### src/rtl/monitor_initiator.sv
// monitor_initiator: drives the 3-byte monitor header through a uart, checks echoes, then runs LOAD/DUMP/EXEC payload
module monitor_initiator #(
  parameter int TIMEOUT = 50000
) (
  input  logic        clk,
  input  logic        rst_n,
  input  logic        start,
  input  logic [1:0]  cmd,
  input  logic [15:0] addr,
  input  logic [5:0]  count,
  input  logic [7:0]  data_in,
  input  logic        data_valid,
  output logic        data_ready,
  output logic [7:0]  rx_data,
  output logic        rx_valid,
  output logic        busy,
  output logic        done,
  output logic [1:0]  err,
  output logic        transmit,
  output logic [7:0]  tx_byte,
  input  logic        received,
  input  logic [7:0]  rx_byte,
  input  logic        is_transmitting,
  input  logic        recv_error
);
  localparam int TW = $clog2(TIMEOUT + 1);
  typedef enum logic [2:0] {IDLE, HDR_TX, GUARD, HDR_ECHO, LOAD_TX, DUMP_RX, EXEC_TX, DRAIN} state_t;
  state_t r_state, r_ret;
  logic [15:0] r_addr;
  logic [1:0] r_cmd, r_idx;
  logic [5:0] r_count, r_n;
  logic [TW-1:0] r_tmo;
  logic [7:0] w_hdr;
  logic w_tmo_run, w_tmo_hit, w_last;
  assign w_hdr = r_idx == 2'd0 ? r_addr[15:8] : r_idx == 2'd1 ? r_addr[7:0] : {r_cmd, r_count};
  assign w_tmo_run = r_state == HDR_ECHO || r_state == DUMP_RX;
  // r_tmo holds cycles elapsed since the last transmit/received, so the abort lands exactly TIMEOUT cycles later
  assign w_tmo_hit = w_tmo_run && !received && r_tmo >= TW'(TIMEOUT - 1);
  assign w_last = r_n + 6'd1 == r_count;
  always_ff @(posedge clk or negedge rst_n) begin
    if (!rst_n) begin
      r_state <= IDLE;
      r_ret <= IDLE;
      r_addr <= '0;
      r_cmd <= '0;
      r_idx <= '0;
      r_count <= '0;
      r_n <= '0;
      r_tmo <= '0;
      data_ready <= 1'b0;
      rx_data <= '0;
      rx_valid <= 1'b0;
      busy <= 1'b0;
      done <= 1'b0;
      err <= '0;
      transmit <= 1'b0;
      tx_byte <= '0;
    end else begin
      transmit <= 1'b0;
      data_ready <= 1'b0;
      rx_valid <= 1'b0;
      done <= 1'b0;
      r_tmo <= (transmit || received) ? TW'(1) : w_tmo_run ? r_tmo + 1'b1 : r_tmo;
      if (r_state != IDLE && recv_error) begin
        r_state <= IDLE; busy <= 1'b0; done <= 1'b1; err <= 2'd3;
      end else if (w_tmo_hit) begin
        r_state <= IDLE; busy <= 1'b0; done <= 1'b1; err <= 2'd2;
      end else begin
        case (r_state)
          IDLE: if (start) begin
            r_addr <= addr;
            r_cmd <= cmd;
            r_count <= count;
            r_idx <= '0;
            r_n <= '0;
            r_ret <= HDR_ECHO;
            err <= cmd == 2'd0 ? 2'd3 : 2'd0;
            done <= cmd == 2'd0;
            busy <= cmd != 2'd0;
            if (cmd != 2'd0 && !is_transmitting) begin
              transmit <= 1'b1;
              tx_byte <= addr[15:8];
              r_state <= GUARD;
            end else if (cmd != 2'd0) r_state <= HDR_TX;
          end
          HDR_TX: if (!is_transmitting) begin
            transmit <= 1'b1;
            tx_byte <= w_hdr;
            r_ret <= HDR_ECHO;
            r_state <= GUARD;
          end
          GUARD: r_state <= r_ret;
          HDR_ECHO: if (received) begin
            if (rx_byte != w_hdr) begin
              r_state <= IDLE; busy <= 1'b0; done <= 1'b1; err <= 2'd1;
            end else if (r_idx != 2'd2) begin
              r_idx <= r_idx + 2'd1;
              r_state <= HDR_TX;
            end else if (r_cmd == 2'd3) r_state <= EXEC_TX;
            else if (r_count == 6'd0) begin
              r_state <= IDLE; busy <= 1'b0; done <= 1'b1; err <= 2'd0;
            end else r_state <= r_cmd == 2'd1 ? LOAD_TX : DUMP_RX;
          end
          LOAD_TX: if (data_valid && !is_transmitting) begin
            data_ready <= 1'b1;
            transmit <= 1'b1;
            tx_byte <= data_in;
            r_n <= r_n + 6'd1;
            r_ret <= w_last ? DRAIN : LOAD_TX;
            r_state <= GUARD;
          end
          DUMP_RX: if (received) begin
            rx_data <= rx_byte;
            rx_valid <= 1'b1;
            r_n <= r_n + 6'd1;
            if (w_last) begin
              r_state <= IDLE; busy <= 1'b0; done <= 1'b1; err <= 2'd0;
            end
          end
          EXEC_TX: if (!is_transmitting) begin
            transmit <= 1'b1;
            tx_byte <= 8'h00;
            r_ret <= DRAIN;
            r_state <= GUARD;
          end
          DRAIN: if (!is_transmitting) begin
            r_state <= IDLE; busy <= 1'b0; done <= 1'b1; err <= 2'd0;
          end
          default: r_state <= IDLE;
        endcase
      end
    end
  end
endmodule

### config.mk
export PLATFORM = sky130hd
export DESIGN_NAME = monitor_initiator
export DESIGN_NICKNAME = d
export VERILOG_FILES = /design/src/rtl/monitor_initiator.sv
export SDC_FILE = /design/constraint.sdc
export NUM_CORES = 1
export LEC_CHECK = 0
export CORE_MARGIN = 3
export CORE_UTILIZATION = 55
export CTS_CLUSTER_DIAMETER = 60
export DETAILED_ROUTE_END_ITERATION = 7
export GPL_ROUTABILITY_DRIVEN = 0
export PLACE_DENSITY_LB_ADDON = 0.15
export SETUP_SLACK_MARGIN = 0.02
export SLEW_MARGIN = 20
export SYNTH_ARGS = -nofsm -noshare
export SYNTH_HDL_FRONTEND = slang
export SYNTH_SLANG_ARGS = --single-unit
### constraint.sdc
create_clock -name clk -period 7.2 [get_ports clk]
set_clock_uncertainty 0.15 [all_clocks]
set_input_delay 1.44 -clock clk [delete_from_list [all_inputs] [get_ports clk]]
set_output_delay 1.44 -clock clk [all_outputs]
set_load 0.05 [all_outputs]
Word level (Yosys, flattened, before mapping)
Cells that the tools add are included.
{ "classes": {"mux": 92, "bitwise_logic": 2, "reduce_logical": 29, "n_addsub": 3, "eq_ne": 33, "magnitude_cmp": 1} }
{ "op_table": {"columns": ["cell", "n"], "rows": [
  ["$mux 3", 19],
  ["$mux 8", 7],
  ["$mux 1", 35],
  ["$mux 2", 17],
  ["$mux 16", 2],
  ["$pmux 8 s4", 1],
  ["$pmux 3 s7", 1],
  ["$mux 6", 3],
  ["$ne 2x2->1 const B", 9],
  ["$pmux 6 s3", 1],
  ["$add 16x1->16 const B", 1],
  ["$ge 16x16->1 const B", 1],
  ["$reduce_and 8->1", 2],
  ["$ne 5x5->1 const B", 3],
  ["$reduce_and 7->1", 2],
  ["$eq 3x3->1 const B", 4],
  ["$ne 4x3->1 const B", 3],
  ["$ne 4x4->1 const B", 3],
  ["$pmux 3 s4", 1],
  ["$reduce_and 9->1", 1],
  ["$ne 8x8->1", 1],
  ["$pmux 1 s4", 2],
  ["$pmux 2 s4", 1],
  ["$reduce_and 4->1", 2],
  ["other kinds (25)", 38]
]} }
{ "word_totals": {"out_inout_bits": 23, "regBits": 77} }

Depth between registers and ports, before layout
Gate-level depths: netlist (run 1).
{ "logic_depth": {"depth_word": 10, "mapped_depth": 11} }

Worst setup path before layout (run 1)
Ideal clock, no wire load.
{ "synth_timing": {"path_kind": "input port to flip-flop", "startpoint": "in rx_byte[5]", "endpoint": "reg err[0]", "slack_ps": 4047, "t_required_ps": 6922, "setup_time_ps": 128, "cell_stages": 6, "path_buffers": 0, "arrival_ps": 2875, "path_cell_list": "o211ai_1 > nand4_1 > nor4_1 > nand3_1 > a31oi_1 > mux2_1"} }
{ "synth_between": {"elab_chain_cells": 6, "elab_cells_between_ends": 10, "classes_between": "eq/ne (4); mux (5); reduce/logical (1)"} }
{ "synth_rtl": {"columns": ["element", "line", "rtl"], "rows": [
  ["start, declared", "22", "input logic [7:0] rx_byte,"],
  ["$ne 8x8->1 (*)", "94", "if (rx_byte != w_hdr) begin"],
  ["$mux 2", "94", null],
  ["$mux 2", "93", "HDR_ECHO: if (received) begin"],
  ["$pmux 2 s4", "69", "case (r_state)"],
  ["$mux 2", "66", "end else if (w_tmo_hit) begin"],
  ["$mux 2", "64", "if (r_state != IDLE && recv_error) begin"],
  ["end signal, assigned", "77", "err <= cmd == 2'd0 ? 2'd3 : 2'd0;"],
  ["end, declared", "18", "output logic [1:0] err,"]
]} }
Every way passes the cells marked *; elsewhere a longest branch is shown, timed or not. The select of a mux whose other input is x is not followed.
A chain may end at the register's enable or synchronous reset.

Worst setup path after layout (run 1)
Same ends and word-level chain as after synthesis.

==> flow_summary.toml, run 1 <==
[grt]
grt_util_met2_pct = 38.9
grt_use_met1_pct = 34.1
grtUsageTotal_pct = 24.2
grt_pass1_vias = 3473
grt_max_degree = 77
antenna_found_initial = 0
busiest_layer = "met2"
grt.overflow.total = 0
grtUsageMet3_pct = 3.59
grt_pass1_wl_um = 16900

[pwr]
p_seq_share_pct = 35.7
clockPowerShare_pct = 21.6
leakage_nw = 2.13
power_density_nw_per_um2 = 355
p_switching_mw = 0.733
switching_share_pct = 39.0
p_int_mw = 1.14
peakVddDrop_v = 0.000301
combPwrFrac_pct = 42.7

[final_layout]
layout_commonest_cell = "dfrtp_1"
drive_gt1_share_pct = 14.3
finalNetCount = 545
final_core_util_pct = 71.5
register_area_um2 = 1900
multi_input_comb_area_um2 = 2290
diodes = 0
area_delta_synth_final_pct = 23.2
fillers = 551
mostFrequentLayoutCells = "dfrtp_1 (76), clkdlybuf4s50_1 (68), mux2_2 (40), nand2_1 (35), nor2_1 (32)"
fin_cells = 597

[logic_synthesis]
syn_area_um2 = 4300
synth-simple-area-share_pct = 15.8
yosys.area.top_type_share_pct = 44.3
synth-main-ff-cell = "dfrtp_1"
synthCells = 430
synth_cell_types = 56
syn-num-nets = 482
synth_seq_cells = 76
ys_seq_area_share_pct = 44.3
synth_fa_ha_area_share_pct = 1.46
synthMuxAreaShare_pct = 14.9
synthArstFlopShare_pct = 100
yosysWarningCount = 0
ys_top_cells_by_area = "dfrtp_1 (44%), mux2_2 (10%), mux2i_1 (4.2%)"
yosysTopAreaCell = "dfrtp_1"
synth_compound_gate_area_share_pct = 17.1
syn_area_per_cell_um2 = 10.0
synth_top_family_by_area = "compound AO/OA/AOI/OAI gates"
synth_edf_count = 0
synth-xor-area-share_pct = 3.87

[die]
core_area_um2 = 7410
initial_core_util_pct = 58.0
ios = 70
fp.dieH_um = 94.4
num_rows = 31
dieArea_um2 = 8910
dieWidth_um = 94.4

[worst_setup_path]
criticalPathCategory = "primary input to flop"
reg2reg_depth = 9
crit_path_end_kind = "flop"
worstReg2RegStart = "r_idx[0]"
worstPathRequired_ps = 7280
r2r_slack_ps = 3450
path_max_fanout = 5
reg2reg_to = "err[0]"
arrival_ps = 3990
cp-start-kind = "primary input"
cp-startpoint = "rx_byte[5]"

[detailed_routing]
via_per_inst = 6.01
post_drt_wl_per_cell_um = 17.2
drtPass1Iterations = 4
drc_errors = 0
vias = 3586
routed_wl_um = 10200
drtAntennaViolNets = 0
drtIter0Drc = 229

[clocking]
numClockSinks = 76
cts_resized = 0
clock_path_buffers = 2
cts_tree = "built"
cts_buffers = 9
htree_levels = 3
clockRootBuffer = "clkbuf_8"
postCtsHoldBufs = 0
post-cts-setup-buffers = 0
clk_pin_slew_worst_paths_ps = 80
insertion_delay_ps = 340

[timing]
timing.hold.ws_ps = 361
hold_violations = 0
grt_setup_unrepaired = "no"
setup_viol = 0
worst_slew_pin_slew_ps = 1110
timing.setup.tns_ps = 0
max_slew_margin_pct = 25.4
timing.final.crit_share_pct = 54.3
fmax_mhz = 256
fin_crit_ps = 3910
slew_viol_final = 0

[placement]
io_buffers = 69
dp_hpwl_um = 7480
placedCellCount = 581

[min_path]
hold_depth = 1
holdPathEnd = "tx_byte[3]"
min_from = "tx_byte[3]"
min_path_type = "flop to flop"

[status]
status = "finished, final reports clean"

[flow_run]
maxCapViolCount = 0
-- stage by stage --
step / worst slack [ps] / area, um2 / power [mW]
2_1_floorplan: 4050 / 4300 / 1.23
5_1_grt: 3030 / 5300 / 1.98
3_3_place_gp: 3160 / 5040 / 1.45
6_report: 3290 / 5300 / 1.88
4_1_cts: 3350 / 5290 / 1.88
3_5_place_dp: 3000 / 5040 / 1.47
-- registers in the layout (all words and copies together) (netlist names) --
signal,flops
r_state,3
r_addr,16
r_ret,2
done,1
tx_byte,8
rx_data,8
rx_valid,1
r_idx,2
transmit,1
r_n,6
busy,1
r_count,6
data_ready,1
r_tmo,16
r_cmd,2
err,2
-- critical path, cell delays in order --
cell	delay (ps)
clkdlybuf4s50_1	520
a211o_1	110
nand4_1	100
nor4_1	960
nand3_1	220
a31oi_1	290
mux2_1	340
-- cells in the mapped netlist (5+ instances only) --
cell type,instances
dfrtp_1,76
a211o_1,8
mux2i_1,18
or2_2,5
clkbuf_1,13
o21ai_1,8
inv_1,8
nand2b_1,6
nor2b_1,13
buf_2,5
a221oi_1,8
ha_1,5
nor2_1,32
o211ai_1,10
mux2_2,40
or3_1,7
a21oi_1,25
nand3_1,8
nor3_1,5
nand4_1,7
xnor2_1,8
a31oi_1,6
xor2_1,11
o21ai_0,19
nand2_1,35
-- how the worst max path moves through the flow --
stage	endpoint	depth (start not counted)	slack, ps
finish	err[0]	7	3290
global route	err[0]	9	3030
CTS	err[0]	7	3350
detailed placement	err[0]	7	3000
global placement	err[0]	7	3160
floorplan	err[0]	6	4050
-- logic make-up after synthesis --
kind of cell / count (synthesis)
XOR/XNOR: 19
flip-flops: 76
buffers and inverters: 28
multiplexers: 59
AO/OA/AOI/OAI: 108
adder cells (fa/ha/maj): 5
AND/OR/NAND/NOR: 135
-- area by class of cell --
cell class,instances,share of cell area [%]
clock inverters,4,1.80
repair buffers,70,13.1
inverters,10,0.709
flip-flops and latches,76,35.9
clock buffers,12,2.93
multi-input cells,326,43.2
well taps,99,2.34
-- routing by layer --
metal	part of all wire, %	wire [um]	vias to the layer above
li1	-	-	1705
met1	46	4670	1741
met2	48	4910	127
met3	5.2	536	13
met4	1.3	131	0
met5	0	0	-
-- power by group through the flow --
stage / logic (mW) / clock network, mW / registers (mW)
2_1_floorplan: 0.468 / 0 / 0.761
3_3_place_gp: 0.782 / 0 / 0.672
3_5_place_dp: 0.797 / 0 / 0.674
4_1_cts: 0.800 / 0.411 / 0.668
5_1_grt: 0.864 / 0.429 / 0.690
6_report: 0.801 / 0.406 / 0.670
(Power assumes the default switching activity.)
==> run 2, diff against run 1 <==
CORE_UTILIZATION = 49   (was 55)
clock period = 3.5 ns   (was 7.2 ns; I/O delays follow)
==> flow_summary.toml, run 2 (synthesized netlist as in run 1, its figures left out) <==
[status]
status = "finished, final reports clean"

[detailed_routing]
post_drt_wl_per_cell_um = 17.5
drtAntennaViolNets = 0
via_per_inst = 5.83
drc_errors = 0
drtIter0Drc = 307
drtPass1Iterations = 6
routed_wl_um = 10800
vias = 3580

[timing]
fin_crit_ps = 3200
slew_viol_final = 0
timing.setup.tns_ps = 0
timing.final.crit_share_pct = 91.5
hold_violations = 0
timing.hold.ws_ps = 334
worst_slew_pin_slew_ps = 957
setup_viol = 0
fmax_mhz = 312
grt_setup_unrepaired = "no"
max_slew_margin_pct = 36.2

[grt]
grt_pass1_vias = 3564
antenna_found_initial = 0
grtUsageTotal_pct = 22.5
grt_pass1_wl_um = 17900
grt_max_degree = 77
grt.overflow.total = 0

[worst_setup_path]
cp_top_family = "simple AND/OR/NAND/NOR gates"
arrival_ps = 3330
path_cells = "inv_1 -> ha_1 -> mux2i_1 -> a211o_1 -> nand4_1 -> or4_1 -> o32a_1 -> or3_1 -> a21oi_1"
r2r_slack_ps = 300
worstPathRequired_ps = 3620
worstReg2RegStart = "r_idx[1]"
criticalPathCategory = "flop to flop"
cp-start-kind = "flop"
critPathBufInv = 1
crit_slowest_cell = "or4_1"
path_max_fanout = 8
cpPeakStageDelay_ps = 530
crit_path_end_kind = "flop"
reg2reg_depth = 9
reg2reg_to = "r_state[2]"

[flow_run]
maxCapViolCount = 0

[final_layout]
register_area_um2 = 1900
area_delta_synth_final_pct = 24.0
diodes = 0
mostFrequentLayoutCells = "dfrtp_1 (76), clkdlybuf4s50_1 (68), mux2_2 (40), nand2_1 (35), nor2_1 (32)"
top_regs = "r_addr (16), r_tmo (16)"
multi_input_comb_area_um2 = 2290
layout_commonest_cell = "dfrtp_1"
finalNetCount = 556
fillers = 710
drive_gt1_share_pct = 16.3

[die]
fp.dieH_um = 99.7
dieWidth_um = 99.7
initial_core_util_pct = 51.3
num_rows = 33
core_area_um2 = 8380
ios = 70
dieArea_um2 = 9930

[pwr]
power_density_nw_per_um2 = 702
peakVddDrop_v = 0.000474
leakage_nw = 2.15

[clocking]
cts_buffers = 9
clockRootBuffer = "clkbuf_8"
htree_levels = 3
clock_path_buffers = 2
insertion_delay_ps = 350
cts_tree = "built"
clk_pin_slew_worst_paths_ps = 80
postCtsHoldBufs = 0
numClockSinks = 76

[placement]
dp_hpwl_um = 7810
io_buffers = 69

[min_path]
min_path_type = "primary input to asynchronous set/reset pin"
run 2: cell types whose count changed in the layout (fill, tap and decap cells not counted), moves of 2 or more:
cell,before,now
bufinv_16,3,1
clkinvlp_4,0,3
buf_4,2,13
clkinv_2,1,3
clkbuf_8,11,9
run 2: area by class of cell:
class	count	area share, %
inverter	10	0.705
clock inverter	7	1.27
timing repair buffer	81	14.6
clock buffer	9	2.33
sequential	76	35.7
tap	105	2.47
multi-input combinational	326	42.9
run 2: layer usage:
metal	share of wire [%]	global-route usage, %
met5	0	0
met4	0.88	5.67
met3	5.3	4.56
met2	46	35.3
met1	47	32.1
run 2: timing repair:
item                                    4_1_cts  5_1_grt
endpoints found under the setup margin        0        2
resized for setup                             0        1
setup buffers                                 0        0
run 2: report_power, final:
| part | switching [mW] | internal, mW | leakage, nW | total (mW) |
|---|---|---|---|---|
| Clock | 0.331 | 0.325 | 0.0910 | 0.656 |
| Sequential | 0.220 | 1.13 | 0.969 | 1.35 |
| Combinational | 0.992 | 0.746 | 1.09 | 1.74 |
| Total | 1.54 | 2.20 | 2.15 | 3.74 |
run 2: worst max path at each step:
stage                   from         end  cells past startpoint
floorplan           r_idx[1]      err[0]                     10
global placement    r_idx[0]      err[0]                     10
detailed placement  r_idx[0]  r_state[2]                      9
CTS                 r_idx[0]  r_state[2]                      9
global route        r_idx[1]      err[0]                     10
finish              r_idx[1]  r_state[2]                      9
run 2: through the flow:
step	cell area, um2	power, mW	util [%]	worst slack (ps)	instances
floorplan	4300	2.53	-	683	430
global placement	5130	3.04	61.2	418	598
detailed placement	5130	3.08	61.2	253	598
CTS	5330	3.74	63.5	241	614
global route	5330	3.95	63.6	107	614
finish	5330	3.74	63.6	296	614
